## src/rtl/alu.sv

```systemverilog
// Registered integer ALU using the MIPS R-type funct encodings.
// The datapath is combinational; the result and N/Z/C flags are captured one cycle later.
module alu #(
  parameter int DATA_WIDTH = 8,
  parameter int OP_WIDTH   = 6
) (
  input  logic                  i_clk,
  input  logic                  i_rst,
  input  logic [DATA_WIDTH-1:0] i_a,
  input  logic [DATA_WIDTH-1:0] i_b,
  input  logic [OP_WIDTH-1:0]   i_op,
  output logic [DATA_WIDTH-1:0] o_result,
  output logic                  o_negative,
  output logic                  o_zero,
  output logic                  o_carry
);

  localparam int SHAMT_W = $clog2(DATA_WIDTH);

  localparam logic [OP_WIDTH-1:0] OP_ADD = OP_WIDTH'(6'b100000);
  localparam logic [OP_WIDTH-1:0] OP_SUB = OP_WIDTH'(6'b100010);
  localparam logic [OP_WIDTH-1:0] OP_AND = OP_WIDTH'(6'b100100);
  localparam logic [OP_WIDTH-1:0] OP_OR  = OP_WIDTH'(6'b100101);
  localparam logic [OP_WIDTH-1:0] OP_XOR = OP_WIDTH'(6'b100110);
  localparam logic [OP_WIDTH-1:0] OP_NOR = OP_WIDTH'(6'b100111);
  localparam logic [OP_WIDTH-1:0] OP_SRA = OP_WIDTH'(6'b000011);
  localparam logic [OP_WIDTH-1:0] OP_SRL = OP_WIDTH'(6'b000010);

  function automatic logic [DATA_WIDTH-1:0] shift_arith(
    input logic [DATA_WIDTH-1:0] value,
    input logic [SHAMT_W-1:0]    amount
  );
    logic signed [DATA_WIDTH-1:0] value_s;
    value_s = $signed(value);
    return DATA_WIDTH'(value_s >>> amount);
  endfunction

  function automatic logic [DATA_WIDTH-1:0] shift_logic(
    input logic [DATA_WIDTH-1:0] value,
    input logic [SHAMT_W-1:0]    amount
  );
    return value >> amount;
  endfunction

  logic [DATA_WIDTH:0]   sum_p0;
  logic [DATA_WIDTH-1:0] diff_p0;
  logic [SHAMT_W-1:0]    shamt_p0;
  logic [DATA_WIDTH-1:0] result_p0;
  logic                  negative_p0;
  logic                  carry_p0;
  logic                  zero_p0;

  logic [DATA_WIDTH-1:0] result_p1;
  logic                  negative_p1;
  logic                  zero_p1;
  logic                  carry_p1;

  // Stage p0: combinational operation decode and evaluation
  assign sum_p0   = {1'b0, i_a} + {1'b0, i_b};
  assign diff_p0  = i_a - i_b;
  assign shamt_p0 = i_b[SHAMT_W-1:0];

  always_comb begin
    result_p0   = '0;
    negative_p0 = 1'b0;
    carry_p0    = 1'b0;
    unique case (i_op)
      OP_ADD: begin
        result_p0 = sum_p0[DATA_WIDTH-1:0];
        carry_p0  = sum_p0[DATA_WIDTH];
      end
      OP_SUB: begin
        result_p0   = diff_p0;
        negative_p0 = diff_p0[DATA_WIDTH-1];
      end
      OP_AND: result_p0 = i_a & i_b;
      OP_OR:  result_p0 = i_a | i_b;
      OP_XOR: result_p0 = i_a ^ i_b;
      OP_NOR: result_p0 = ~(i_a | i_b);
      OP_SRA: begin
        result_p0   = shift_arith(i_a, shamt_p0);
        negative_p0 = result_p0[DATA_WIDTH-1];
      end
      OP_SRL: result_p0 = shift_logic(i_a, shamt_p0);
      default: result_p0 = '0;
    endcase
  end

  assign zero_p0 = (result_p0 == '0);

  // Stage p1: output registers; reset clears result and flags
  always_ff @(posedge i_clk) begin
    if (i_rst) begin
      result_p1   <= '0;
      negative_p1 <= 1'b0;
      zero_p1     <= 1'b0;
      carry_p1    <= 1'b0;
    end else begin
      result_p1   <= result_p0;
      negative_p1 <= negative_p0;
      zero_p1     <= zero_p0;
      carry_p1    <= carry_p0;
    end
  end

  assign o_result   = result_p1;
  assign o_negative = negative_p1;
  assign o_zero     = zero_p1;
  assign o_carry    = carry_p1;

endmodule

```

## config.mk

```make
export PLATFORM = sky130hd
export DESIGN_NAME = alu
export DESIGN_NICKNAME = d
export VERILOG_FILES = /design/src/rtl/alu.sv
export SDC_FILE = /design/constraint.sdc
export NUM_CORES = 1
export LEC_CHECK = 0
export BUFFER_PORTS_ARGS = -buffer_cell sky130_fd_sc_hd__buf_2
export CORE_MARGIN = 1
export CORE_UTILIZATION = 59
export CTS_BUF_LIST = sky130_fd_sc_hd__clkbuf_8 sky130_fd_sc_hd__clkbuf_16
export CTS_CLUSTER_DIAMETER = 40
export DETAILED_ROUTE_END_ITERATION = 10
export PLACE_DENSITY = 0.93
export REMOVE_ABC_BUFFERS = 1
export SYNTH_ARGS = -nofsm -noshare
export SYNTH_HDL_FRONTEND = slang
export SYNTH_SLANG_ARGS = --single-unit
```

## constraint.sdc

```tcl
create_clock -name i_clk -period 4.87 [get_ports i_clk]
set_clock_uncertainty 0.15 [all_clocks]
set_input_delay 0.487 -clock i_clk [delete_from_list [all_inputs] [get_ports i_clk]]
set_output_delay 0.487 -clock i_clk [all_outputs]
set_load 0.05 [all_outputs]
```

==> run summary, run 1 <==
The run finished, with violations left. The final reports fail on design-rule violations. The worst-margin pin slew is 731 ps. The total number of clock tree sinks is 11. The category of the critical setup timing path is primary input to register. For hold timing, the worst endpoint is o_result[3]. The tree is rooted in a sky130_fd_sc_hd__clkbuf_8. The end-of-flow core utilization came out at 70.2%. The number of diodes came out at 0. Detailed placement ended at an HPWL of 3330 um. The maximum number of pins on one net before global-route repair came out at 40. After synthesis, the share of flip-flops with an asynchronous set or reset is 0%. STA puts the critical path data arrival time at 2870 ps.

The fraction of power consumed by sequential logic came out at 27.2%. Counting every instance in the synthesized netlist gives 243. The final-report max-slew violation count came out at 0. The clock buffer count from CTS is 3. The total negative setup slack came out at 0 ps. STA classifies the critical path startpoint as a primary input. The routed design uses 2080 um of met2 wire.

The count of maximum capacitance violations is 0. The clock network power share came out at 24.9%. The ratio of routed vias to standard cells is 6.21. In the final routed layout, each cell accounts on average for 14.2 um.

The core outline area is 2810 sq um. The number of hold-repair buffers added at the cts stage came out at 0. For this configuration, the core starts out at a cell density of 63.8%. The number of port buffers came out at 34. The worst hold slack after final layout came out at 379 ps. The proportion of layout cells with a drive suffix above 1 came out at 16.9%. Of the available clock period, the critical path in the final layout requires 59.4%. The leftover overflow at the end of global routing came out at 0.

The standby leakage power is 0.922 nW. The worst hold path belongs to the class primary input to register. The critical path starts at i_b[2]. The H-tree level count came out at 1. The start point of the worst min-delay path is i_rst.

The final-report hold violation count came out at 0. The sequential-to-total area share from yosys stat came out at 12.3%. The overall routing resource usage is 28.1%.

The switching power share of the total came out at 38.5%. The count of final setup violators came out at 0. The floorplan step set the die height to 57.1 um.

The count of nets after finishing came out at 316. In this run the mean area of a mapped cell was 7.37 sq um. The top flip-flop cell by instance count after synthesis is sky130_fd_sc_hd__dfxtp_1. For this block, the routed nets add up to 4220 um of wire.

For this run, the top clock speed supported by timing is 0.346 GHz. The time the final worst path needs with I/O delays and setup came out at 2890 ps. The initial antenna violation count came out at 0.

The total number of placement rows came out at 19. The amount of wire on met3 after detailed routing is 416 um. The number of enable-type register cells in the synthesized netlist is 0. Routability-driven placement finished with a final weighted congestion of 0.954.

The worst supply voltage drop on vdd came out at 0.0691 mV. The worst setup path is captured at a register. After filler insertion, the fill cell instance count of the layout stands at 249.

The met1 wire length is 1700 um. The routed via count came out at 1845. The area of the multi-input gates is 1430 sq um. The number of placed instances, taps included is 293. In this run, the number of DRC markers left after iteration 0 of detailed routing was 85. The floorplan step defined a die boundary enclosing 3260 sq um. The relative max-transition margin came out at 51.2%. The logic gate share of total power is 47.9%. In this run the power spent charging and discharging nets is 0.000133 W. The pre-antenna-repair detailed-routing pass consisted of 8 iterations. STA puts the critical path data required time at 4850 ps.

Counting flops and latches in the post-synthesis netlist gives 11. In this run the remaining antenna-violating nets after routing total 0. For this run, design rule violations remaining after detail routing come to 5.

The internal power of the cells came out at 0.000212 W. The first global-routing pass estimated 7320 um of wire. The peak fanout along the critical path came out at 12.

The via count of the first global-routing pass came out at 1656. The number of primary I/O pins is 35. Clock-pin slew was measured on the worst setup and hold paths at 50 ps. The number of cells on the worst hold path is 2.

In this run, distinct cell masters in the synthesized netlist total 49. TritonCTS built the clock tree. The final total power came out at 0.000344 W.

The cell area that synthesis handed to floorplanning was 1790 sq um. Setup repair after global routing left no endpoint under its margin. The count of yosys warnings during synthesis came out at 0. The highest metal layer with signal wires is met4.

The register cell area after layout is 220 sq um. The buffer levels on the longest clock path came out at 2. The post-synthesis to final-layout area growth came out at 10.1%. The number of post-CTS setup repair buffers is 0. The finished layout holds 297 standard cells, fillers aside.

After clock tree synthesis, the repair step resized 0 gates. The die width is 57.1 um. For this design the ratio of total power to cell area is 175 nW/um^2.
[power by group through the flow]
stage                     logic [W]  registers [W]  clock network [W]
after floorplan            0.000101       0.000106                  0
after global placement     0.000158      0.0000953                  0
after detailed placement   0.000162      0.0000954                  0
after CTS                  0.000163      0.0000937          0.0000883
after global routing       0.000183      0.0000937          0.0000939
final                      0.000165      0.0000937          0.0000858
[worst max-delay path, cell delays in order]
cell	delay [ps]
sky130_fd_sc_hd__buf_2	200
sky130_fd_sc_hd__inv_1	170
sky130_fd_sc_hd__ha_1	510
sky130_fd_sc_hd__nand3_1	200
sky130_fd_sc_hd__a21oi_1	200
sky130_fd_sc_hd__o221a_1	250
sky130_fd_sc_hd__o21a_1	120
sky130_fd_sc_hd__nor3_1	40
sky130_fd_sc_hd__or4_4	510
sky130_fd_sc_hd__and2_1	170
[flip-flops by register name, indices dropped and copies added, names as in the netlist]
name,cells
o_carry,1
o_negative,1
o_result,8
o_zero,1
[Yosys cell counts (2+ instances only)]
cell type	number	share of area, %
sky130_fd_sc_hd__and3_1	2	0.70
sky130_fd_sc_hd__o211ai_1	3	1.3
sky130_fd_sc_hd__a31oi_1	2	0.70
sky130_fd_sc_hd__o21ai_0	10	2.8
sky130_fd_sc_hd__nor3b_1	2	0.84
sky130_fd_sc_hd__ha_1	23	16
sky130_fd_sc_hd__xnor2_1	9	4.4
sky130_fd_sc_hd__mux2i_1	7	3.9
sky130_fd_sc_hd__nor3_2	2	1.1
sky130_fd_sc_hd__nor2_1	22	4.6
sky130_fd_sc_hd__clkbuf_1	5	1.0
sky130_fd_sc_hd__fa_1	2	2.2
sky130_fd_sc_hd__a211oi_1	10	4.2
sky130_fd_sc_hd__a221oi_1	4	2.0
sky130_fd_sc_hd__buf_2	8	2.2
sky130_fd_sc_hd__nand3_1	4	1.1
sky130_fd_sc_hd__o22ai_1	5	1.7
sky130_fd_sc_hd__nand2_1	20	4.2
sky130_fd_sc_hd__or3_1	3	1.0
sky130_fd_sc_hd__xor2_1	4	2.0
sky130_fd_sc_hd__nand2b_1	5	1.7
sky130_fd_sc_hd__o311ai_1	2	0.98
sky130_fd_sc_hd__o31ai_1	3	1.3
sky130_fd_sc_hd__dfxtp_1	11	12
sky130_fd_sc_hd__nor3_1	8	2.2
sky130_fd_sc_hd__inv_1	19	4.0
sky130_fd_sc_hd__a21oi_1	17	4.8
sky130_fd_sc_hd__nor2b_1	8	2.8
sky130_fd_sc_hd__and2_1	3	1.0
[metrics by stage]
step | setup WS (ps) | cell area (sq um)
after floorplan | 2260 | 1720
after global placement | 1850 | 1930
after detailed placement | 1780 | 1930
after CTS | 2030 | 1970
after global routing | 1890 | 1970
final | 1980 | 1970
[cell usage in the layout, fill, tap and decap left out, types with 2 or more instances in the layout]
master,instances
sky130_fd_sc_hd__buf_2,34
sky130_fd_sc_hd__nor3b_1,2
sky130_fd_sc_hd__nand2b_1,5
sky130_fd_sc_hd__a221oi_1,4
sky130_fd_sc_hd__a21oi_1,17
sky130_fd_sc_hd__clkbuf_8,3
sky130_fd_sc_hd__nor3_2,2
sky130_fd_sc_hd__inv_1,20
sky130_fd_sc_hd__o31ai_1,3
sky130_fd_sc_hd__a31oi_1,2
sky130_fd_sc_hd__o311ai_1,2
sky130_fd_sc_hd__o22ai_1,5
sky130_fd_sc_hd__nor3_1,8
sky130_fd_sc_hd__ha_1,23
sky130_fd_sc_hd__a211oi_1,10
sky130_fd_sc_hd__fa_1,2
sky130_fd_sc_hd__mux2i_1,7
sky130_fd_sc_hd__nor2b_1,8
sky130_fd_sc_hd__or3_1,3
sky130_fd_sc_hd__nand2_1,20
sky130_fd_sc_hd__dfxtp_1,11
sky130_fd_sc_hd__o21ai_0,10
sky130_fd_sc_hd__and2_1,3
sky130_fd_sc_hd__o211ai_1,3
sky130_fd_sc_hd__xnor2_1,9
sky130_fd_sc_hd__nand3_1,4
sky130_fd_sc_hd__xor2_1,4
sky130_fd_sc_hd__and3_1,2
sky130_fd_sc_hd__nor2_1,22
[cell families after synthesis]
kind of cell             synth area share, %
AND/OR/NAND/NOR                         24.6
adder cells (fa/ha/maj)                 18.3
flip-flops                              12.3
AO/OA/AOI/OAI                           25.2
multiplexers                            5.17
XOR/XNOR                                6.36
buffers and inverters                   8.11
[metal layers]
layer	vias to the layer above	GRT usage [%]
met2	107	48.2
met5	-	0
met3	2	2.27
met4	0	8.36
met1	831	37.8
li1	905	-
[worst max path at each step]
| stage | endpoint | cells past startpoint |
|---|---|---|
| 2_1_floorplan | o_result[7] | 9 |
| 3_3_place_gp | o_result[7] | 10 |
| 3_5_place_dp | o_result[7] | 10 |
| 4_1_cts | o_result[7] | 10 |
| 5_1_grt | o_zero | 10 |
| 6_report | o_result[7] | 10 |
[area by class of cell]
| cell class | count | share of cell area [%] |
|---|---|---|
| multi-input combinational | 198 | 72.3 |
| sequential | 11 | 11.2 |
| timing repair buffer | 34 | 8.63 |
| inverter | 19 | 3.62 |
| clock buffer | 3 | 2.10 |
| tap | 31 | 1.97 |
| clock inverter | 1 | 0.190 |
No activity file was read; power rests on OpenSTA's default activity.
==> run 2, diff against run 1 <==
--- a/config.mk
+++ b/config.mk
@@ -7,11 +7,11 @@
 export LEC_CHECK = 0
 export BUFFER_PORTS_ARGS = -buffer_cell sky130_fd_sc_hd__buf_2
 export CORE_MARGIN = 1
-export CORE_UTILIZATION = 59
+export CORE_UTILIZATION = 56
 export CTS_BUF_LIST = sky130_fd_sc_hd__clkbuf_8 sky130_fd_sc_hd__clkbuf_16
 export CTS_CLUSTER_DIAMETER = 40
 export DETAILED_ROUTE_END_ITERATION = 10
-export PLACE_DENSITY = 0.93
+export PLACE_DENSITY = 0.89
 export REMOVE_ABC_BUFFERS = 1
 export SYNTH_ARGS = -nofsm -noshare
 export SYNTH_HDL_FRONTEND = slang
==> constraint.sdc (replaced) <==
create_clock -name i_clk -period 2.9 [get_ports i_clk]
set_clock_uncertainty 0.15 [all_clocks]
set_input_delay 0.29 -clock i_clk [delete_from_list [all_inputs] [get_ports i_clk]]
set_output_delay 0.29 -clock i_clk [all_outputs]
set_load 0.05 [all_outputs]
==> run 2 against run 1 <==
Effect of this change:
- the run now ends clean
- sequential share of layout area down 0.30 points
- die area is 5.2% higher
- worst hold slack worse by 190 ps
- non-clock buffer count rose by 5
- total power is 69% higher
- core utilization fell by 3.9 points
- critical endpoint unchanged
- largest power group unchanged
==> run summary, run 2 (synthesis gave the netlist of run 1 again) <==
The standby leakage power came out at 0.946 nW (was 0.922 nW). The startpoint type of the worst setup path is a primary input (unchanged). The full die area came out at 3430 sq um (was 3260 sq um). The placer congestion estimate is 0.898 (was 0.954).

The leftover overflow at the end of global routing was 0 (unchanged). The number of primary I/O pins came out at 35 (unchanged). The die width is 58.5 um (was 57.1 um). The post-synthesis to final-layout area growth came out at 13.1% (was 10.1%).

The register cell area after layout came out at 220 sq um (unchanged). The total power per unit cell area is 287 nW/um^2 (was 175 nW/um^2). The mean routed wirelength per cell came out at 12.8 um (was 14.2 um). The relative max-transition margin came out at 50.4% (was 51.2%). The signal arrival time at the worst endpoint was 2450 ps (was 2870 ps). The final total power is 0.000581 W (was 0.000344 W). The class of the most critical hold timing path is primary input to register (unchanged).

The total negative setup slack is 0 ps (unchanged). The total number of placement rows came out at 20 (was 19). The worst-margin pin slew is 745 ps (was 731 ps). Unrepaired setup endpoints after global routing: no (unchanged).

The count of maximum capacitance violations came to 0 (unchanged). The peak fanout along the critical path is 8 (was 12). The number of post-CTS setup repair buffers is 0 (unchanged). The clock buffer count from CTS is 3 (unchanged). The data required time of the critical path came out at 2880 ps (was 4850 ps).

The fraction of the cycle the final worst path needs came out at 85.3%. The routed via count is 1792 (was 1845). The placed wire-length estimate is 3230 um (was 3330 um). The area of the multi-input gates came out at 1430 sq um (unchanged). Static timing analysis puts the maximum clock frequency at 0.404 GHz. The via count of the first global-routing pass came out at 1589 (was 1656). The final-report hold violation count is 0 (unchanged). The core outline area is 3050 sq um (was 2810 sq um). The initial cell density of the core came out at 58.6% (was 63.8%). The number of filler instances in the final layout was 287 (was 249). The final-report max-slew violation count came out at 0 (unchanged). The cell at the root of the clock tree was sky130_fd_sc_hd__clkbuf_8 (unchanged). The final cell count without fillers is 315 (was 297). The first-pass iteration count of the detailed router is 4 (was 8). The number of antenna-violating nets in the routed design was 0 (unchanged).

The category of the critical setup timing path was primary input to register (unchanged). The proportion of layout cells with a drive suffix above 1 came out at 18.5% (was 16.9%). The initial antenna violation count came to 0 (unchanged). The number of hold-repair buffers added at the cts stage is 0 (unchanged). The first-pass GRT wire length is 7000 um (was 7320 um). The number of flip-flops under the largest register name is 8 (unchanged).

The starting DRC count in detailed routing came out at 102 (was 85). The die span in y came out at 58.5 um (was 57.1 um). The number of port buffers is 34 (unchanged). The H-tree level count is 1 (unchanged). Top library cells by usage in the layout, fill and taps aside: sky130_fd_sc_hd__buf_2 (34), sky130_fd_sc_hd__ha_1 (23), sky130_fd_sc_hd__nor2_1 (22) (unchanged).

The count of final setup violators was 0 (unchanged). The worst supply voltage drop on vdd came out at 0.106 mV (was 0.0691 mV). The number of placed instances, taps included came out at 311 (was 293). The TritonCTS clock tree was yes (unchanged). Outcome: completed (was finished, violations left). The total number of clock tree sinks was 11 (unchanged).

The routed wire length came out at 4020 um (was 4220 um). The count of nets after finishing came out at 321 (was 316). The sort of element at the end of the critical path is a register (unchanged). The clock transition at the registers of the reported paths is 50 ps (about the same). The buffer levels on the longest clock path came out at 2 (unchanged). The maximum number of pins on one net before global-route repair came to 40 (unchanged). The number of diodes was 0 (unchanged). Counting I/O delays and the setup requirement, the final critical path takes 2470 ps.

The ratio of routed vias to standard cells is 5.69 (was 6.21). The leading cell type in the layout, fill and taps excluded is sky130_fd_sc_hd__buf_2 (unchanged). The number of gates resized after CTS was 0 (unchanged). The overall routing resource usage was 25.8% (was 28.1%). The remaining design rule violation count came out at 0 (was 5).
[run 2: through the flow]
stage / utilization [%] / area [sq um] / hold WS, ps / setup slack [ps]
global placement: 64.8 / 1980 / 419 / 232
finish: 66.3 / 2020 / 186 / 426
CTS: 66.3 / 2020 / 178 / 455
detailed placement: 64.8 / 1980 / 420 / 215
global route: 66.3 / 2020 / 199 / 295
floorplan: - / 1720 / 209 / 491
[run 2: final cells by class]
type | count | area share [%]
multi-input combinational | 198 | 70.4
sequential | 11 | 10.9
timing repair buffer | 39 | 10.3
inverter | 19 | 3.52
tap | 44 | 2.72
clock buffer | 3 | 2.04
clock inverter | 1 | 0.185
[run 2: worst max-delay path, stage by stage]
cell                      delay, ps
sky130_fd_sc_hd__buf_2          120
sky130_fd_sc_hd__inv_1           60
sky130_fd_sc_hd__ha_1           460
sky130_fd_sc_hd__nand3_1        180
sky130_fd_sc_hd__a21oi_1        220
sky130_fd_sc_hd__o221a_1        270
sky130_fd_sc_hd__o21a_1         130
sky130_fd_sc_hd__nor3_1          40
sky130_fd_sc_hd__or4_4          520
sky130_fd_sc_hd__and2_1         170
[run 2: metal layers]
| metal | track usage [%] | up-vias | share of wire (%) |
|---|---|---|---|
| li1 | - | 921 | - |
| met1 | 34.6 | 808 | 45 |
| met2 | 44.3 | 58 | 49 |
| met3 | 1.98 | 5 | 5.5 |
| met4 | 7.14 | 0 | 0.82 |
| met5 | 0 | - | 0 |
[run 2: worst paths after layout]
path                from     endpoint  slack, ps  cells after the start
setup / recovery  i_a[2]  o_result[7]        430                     10
hold / removal     i_rst  o_result[4]        190                      2
[run 2: report_power, final]
| group | total, W | switching, W | internal [W] |
|---|---|---|---|
| Combinational | 0.000280 | 0.000169 | 0.000111 |
| Clock | 0.000144 | 0.0000517 | 0.0000924 |
| Sequential | 0.000157 | 0.000000873 | 0.000156 |
| Total | 0.000581 | 0.000221 | 0.000360 |
==> run 3, diff against run 2 <==
--- a/config.mk
+++ b/config.mk
@@ -10,8 +10,10 @@
 export CORE_UTILIZATION = 56
 export CTS_BUF_LIST = sky130_fd_sc_hd__clkbuf_8 sky130_fd_sc_hd__clkbuf_16
 export CTS_CLUSTER_DIAMETER = 40
+export CTS_CLUSTER_SIZE = 8
 export DETAILED_ROUTE_END_ITERATION = 10
 export PLACE_DENSITY = 0.89
+export RECOVER_POWER = 25
 export REMOVE_ABC_BUFFERS = 1
 export SYNTH_ARGS = -nofsm -noshare
 export SYNTH_HDL_FRONTEND = slang
==> run 3 against run 2 <==
Effect of this change:
- setup slack worse by 0.61 ps
- critical path depth unchanged
- via count up 0.45%
- final cell count did not move
- fmax about the same
- worst hold slack about the same
- cell area is 0.31% lower
- clock power hardly changed
- critical path type unchanged
- largest cell class unchanged
- highest routed layer unchanged
==> run summary, run 3 (synthesis gave the netlist of run 1 again) <==
The number of post-CTS setup repair buffers is 0 (unchanged). Outcome: completed (unchanged). The instance area at placement came out at 1980 sq um (unchanged). The startpoint type of the worst setup path was a primary input (unchanged). The placed wire-length estimate came out at 3230 um (unchanged). The relative max-transition margin is 50.4% (about the same).

The count of final setup violators came out at 0 (unchanged). The class of the most critical hold timing path is primary input to register (unchanged). The post-synthesis to final-layout area growth is 12.7% (was 13.1%).

The die width came out at 58.5 um (unchanged). The worst setup slack before clock tree synthesis came out at 215 ps (unchanged). The category of the critical setup timing path is primary input to register (unchanged). The clock transition at the registers of the reported paths is 50 ps (about the same).

Top library cells by usage in the layout, fill and taps aside: sky130_fd_sc_hd__buf_2 (29), sky130_fd_sc_hd__ha_1 (23), sky130_fd_sc_hd__nor2_1 (22) (was sky130_fd_sc_hd__buf_2 (34), sky130_fd_sc_hd__ha_1 (23), sky130_fd_sc_hd__nor2_1 (22)). The worst-margin pin slew came out at 745 ps (about the same). The cell at the root of the clock tree is sky130_fd_sc_hd__clkbuf_8 (unchanged). The overall routing resource usage is 25.8% (unchanged). The final cell count without fillers was 315 (unchanged).

Worst path cell trace: buf_2 > inv_1 > ha_1 > nand3_1 > a21oi_1 > o221a_1 > o21a_1 > nor3_1 > or4_4 > and2_1 (unchanged). The number of port buffers came out at 34 (unchanged). The die span in y is 58.5 um (unchanged). The internal power of the cells came to 0.000360 W (about the same).

The post-route standard cell area excluding fillers came out at 2020 sq um (about the same). The total number of clock tree sinks was 11 (unchanged). The worst stage delay on the critical path came out at 520 ps (about the same). The ratio of routed vias to standard cells came out at 5.71 (was 5.69). The number of flip-flops under the largest register name came out at 8 (unchanged). The time the final worst path needs with I/O delays and setup came out at 2480 ps (was 2470 ps). The switching power came out at 0.000221 W (about the same). The mean routed wirelength per cell came out at 12.8 um (about the same).

The maximum clock rate is 0.404 GHz (about the same). The core outline area is 3050 sq um (unchanged). The number of filler instances in the final layout came out at 292 (was 287). The total negative setup slack came out at 0 ps (unchanged). The logic gate share of total power is 48.1% (about the same). The clock network power share came out at 24.8% (about the same).

The fraction of power consumed by sequential logic came out at 27.1% (about the same). The number of gates resized after CTS was 0 (unchanged). The maximum number of pins on one net before global-route repair is 40 (unchanged). The first-pass iteration count of the detailed router came out at 4 (unchanged). The register cell area after layout came out at 220 sq um (unchanged). The number of antenna-violating nets in the routed design came to 0 (unchanged). The full die area is 3430 sq um (unchanged). The sort of element at the end of the critical path was a register (unchanged). The initial cell density of the core came to 58.6% (unchanged). The number of diodes came to 0 (unchanged).

The final-report hold violation count came out at 0 (unchanged). The total power per unit cell area was 288 nW/um^2 (was 287 nW/um^2). The count of maximum capacitance violations came out at 0 (unchanged). The fraction of the cycle the final worst path needs came out at 85.3% (about the same).

The area of the multi-input gates came out at 1430 sq um (unchanged). The switching power share of the total came out at 38.1% (about the same). The leading cell type in the layout, fill and taps excluded was sky130_fd_sc_hd__buf_2 (unchanged). The count of nets after finishing is 321 (unchanged). Unrepaired setup endpoints after global routing: no (unchanged). The signal arrival time at the worst endpoint came out at 2450 ps (about the same). The TritonCTS clock tree is yes (unchanged). The buffer levels on the longest clock path came out at 2 (unchanged). The initial antenna violation count is 0 (unchanged). The routed via count was 1800 (was 1792). The total number of placement rows came out at 20 (unchanged). The placer congestion estimate came out at 0.898 (unchanged).

The routed wire length is 4030 um (was 4020 um). The final-report max-slew violation count came out at 0 (unchanged). The H-tree level count came out at 1 (unchanged).

The remaining design rule violation count came out at 0 (unchanged). The peak fanout along the critical path is 8 (unchanged). The slowest library cell on the worst path is sky130_fd_sc_hd__or4_4 (unchanged). The data required time of the critical path came to 2880 ps (about the same).

The number of hold-repair buffers added at the cts stage was 0 (unchanged). The setup slack of the critical path after layout is 425 ps (was 426 ps). The starting DRC count in detailed routing is 102 (unchanged).

The number of primary I/O pins is 35 (unchanged). The worst supply voltage drop on vdd is 0.106 mV (about the same). The proportion of layout cells with a drive suffix above 1 is 16.6% (was 18.5%). The leftover overflow at the end of global routing came out at 0 (unchanged). The clock buffer count from CTS came out at 3 (unchanged).

The standby leakage power is 0.924 nW (was 0.946 nW). The first-pass GRT wire length is 7000 um (unchanged). The via count of the first global-routing pass is 1589 (unchanged). The number of placed instances, taps included came out at 311 (unchanged).
## run 3: cell type report
class	count	share of cell area, %
Sequential cell	11	10.9
Tap cell	44	2.73
Multi-Input combinational cell	198	70.6
Timing Repair Buffer	39	9.98
Clock inverter	1	0.186
Inverter	19	3.53
Clock buffer	3	2.05
## run 3: per-stage QoR
stage	total power, W	util (%)	hold slack (ps)
final	0.000581	66.1	186
after CTS	0.000582	66.3	178
after global placement	0.000433	64.8	419
after global routing	0.000622	66.1	199
after detailed placement	0.000437	64.8	420
after floorplan	0.000347	-	209
## run 3: path summary, 6_finish.rpt
check	start	end	slack, ps	cells past startpoint
setup / recovery	i_a[2]	o_result[7]	420	10
hold / removal	i_rst	o_result[4]	190	2
## run 3: power by group through the flow
stage | Combinational, W | Clock (W) | Sequential, W
final | 0.000280 | 0.000144 | 0.000157
after global routing | 0.000309 | 0.000156 | 0.000158
after CTS | 0.000278 | 0.000147 | 0.000157
after detailed placement | 0.000277 | 0 | 0.000160
after global placement | 0.000273 | 0 | 0.000160
after floorplan | 0.000169 | 0 | 0.000178
## run 3: worst max-delay path, delay by kind of cell
kind	cells	cell delay [ps]
compound gates	3	620
fa+ha+maj	1	460
buf+inv	2	180
simple gates	4	910
## run 3: layer usage
metal | global-route usage, % | wire length (um) | share of wire [%]
met4 | 7.14 | 33 | 0.82
met3 | 1.98 | 205 | 5.1
met1 | 34.6 | 1830 | 45
met5 | 0 | 0 | 0
met2 | 44.3 | 1960 | 49
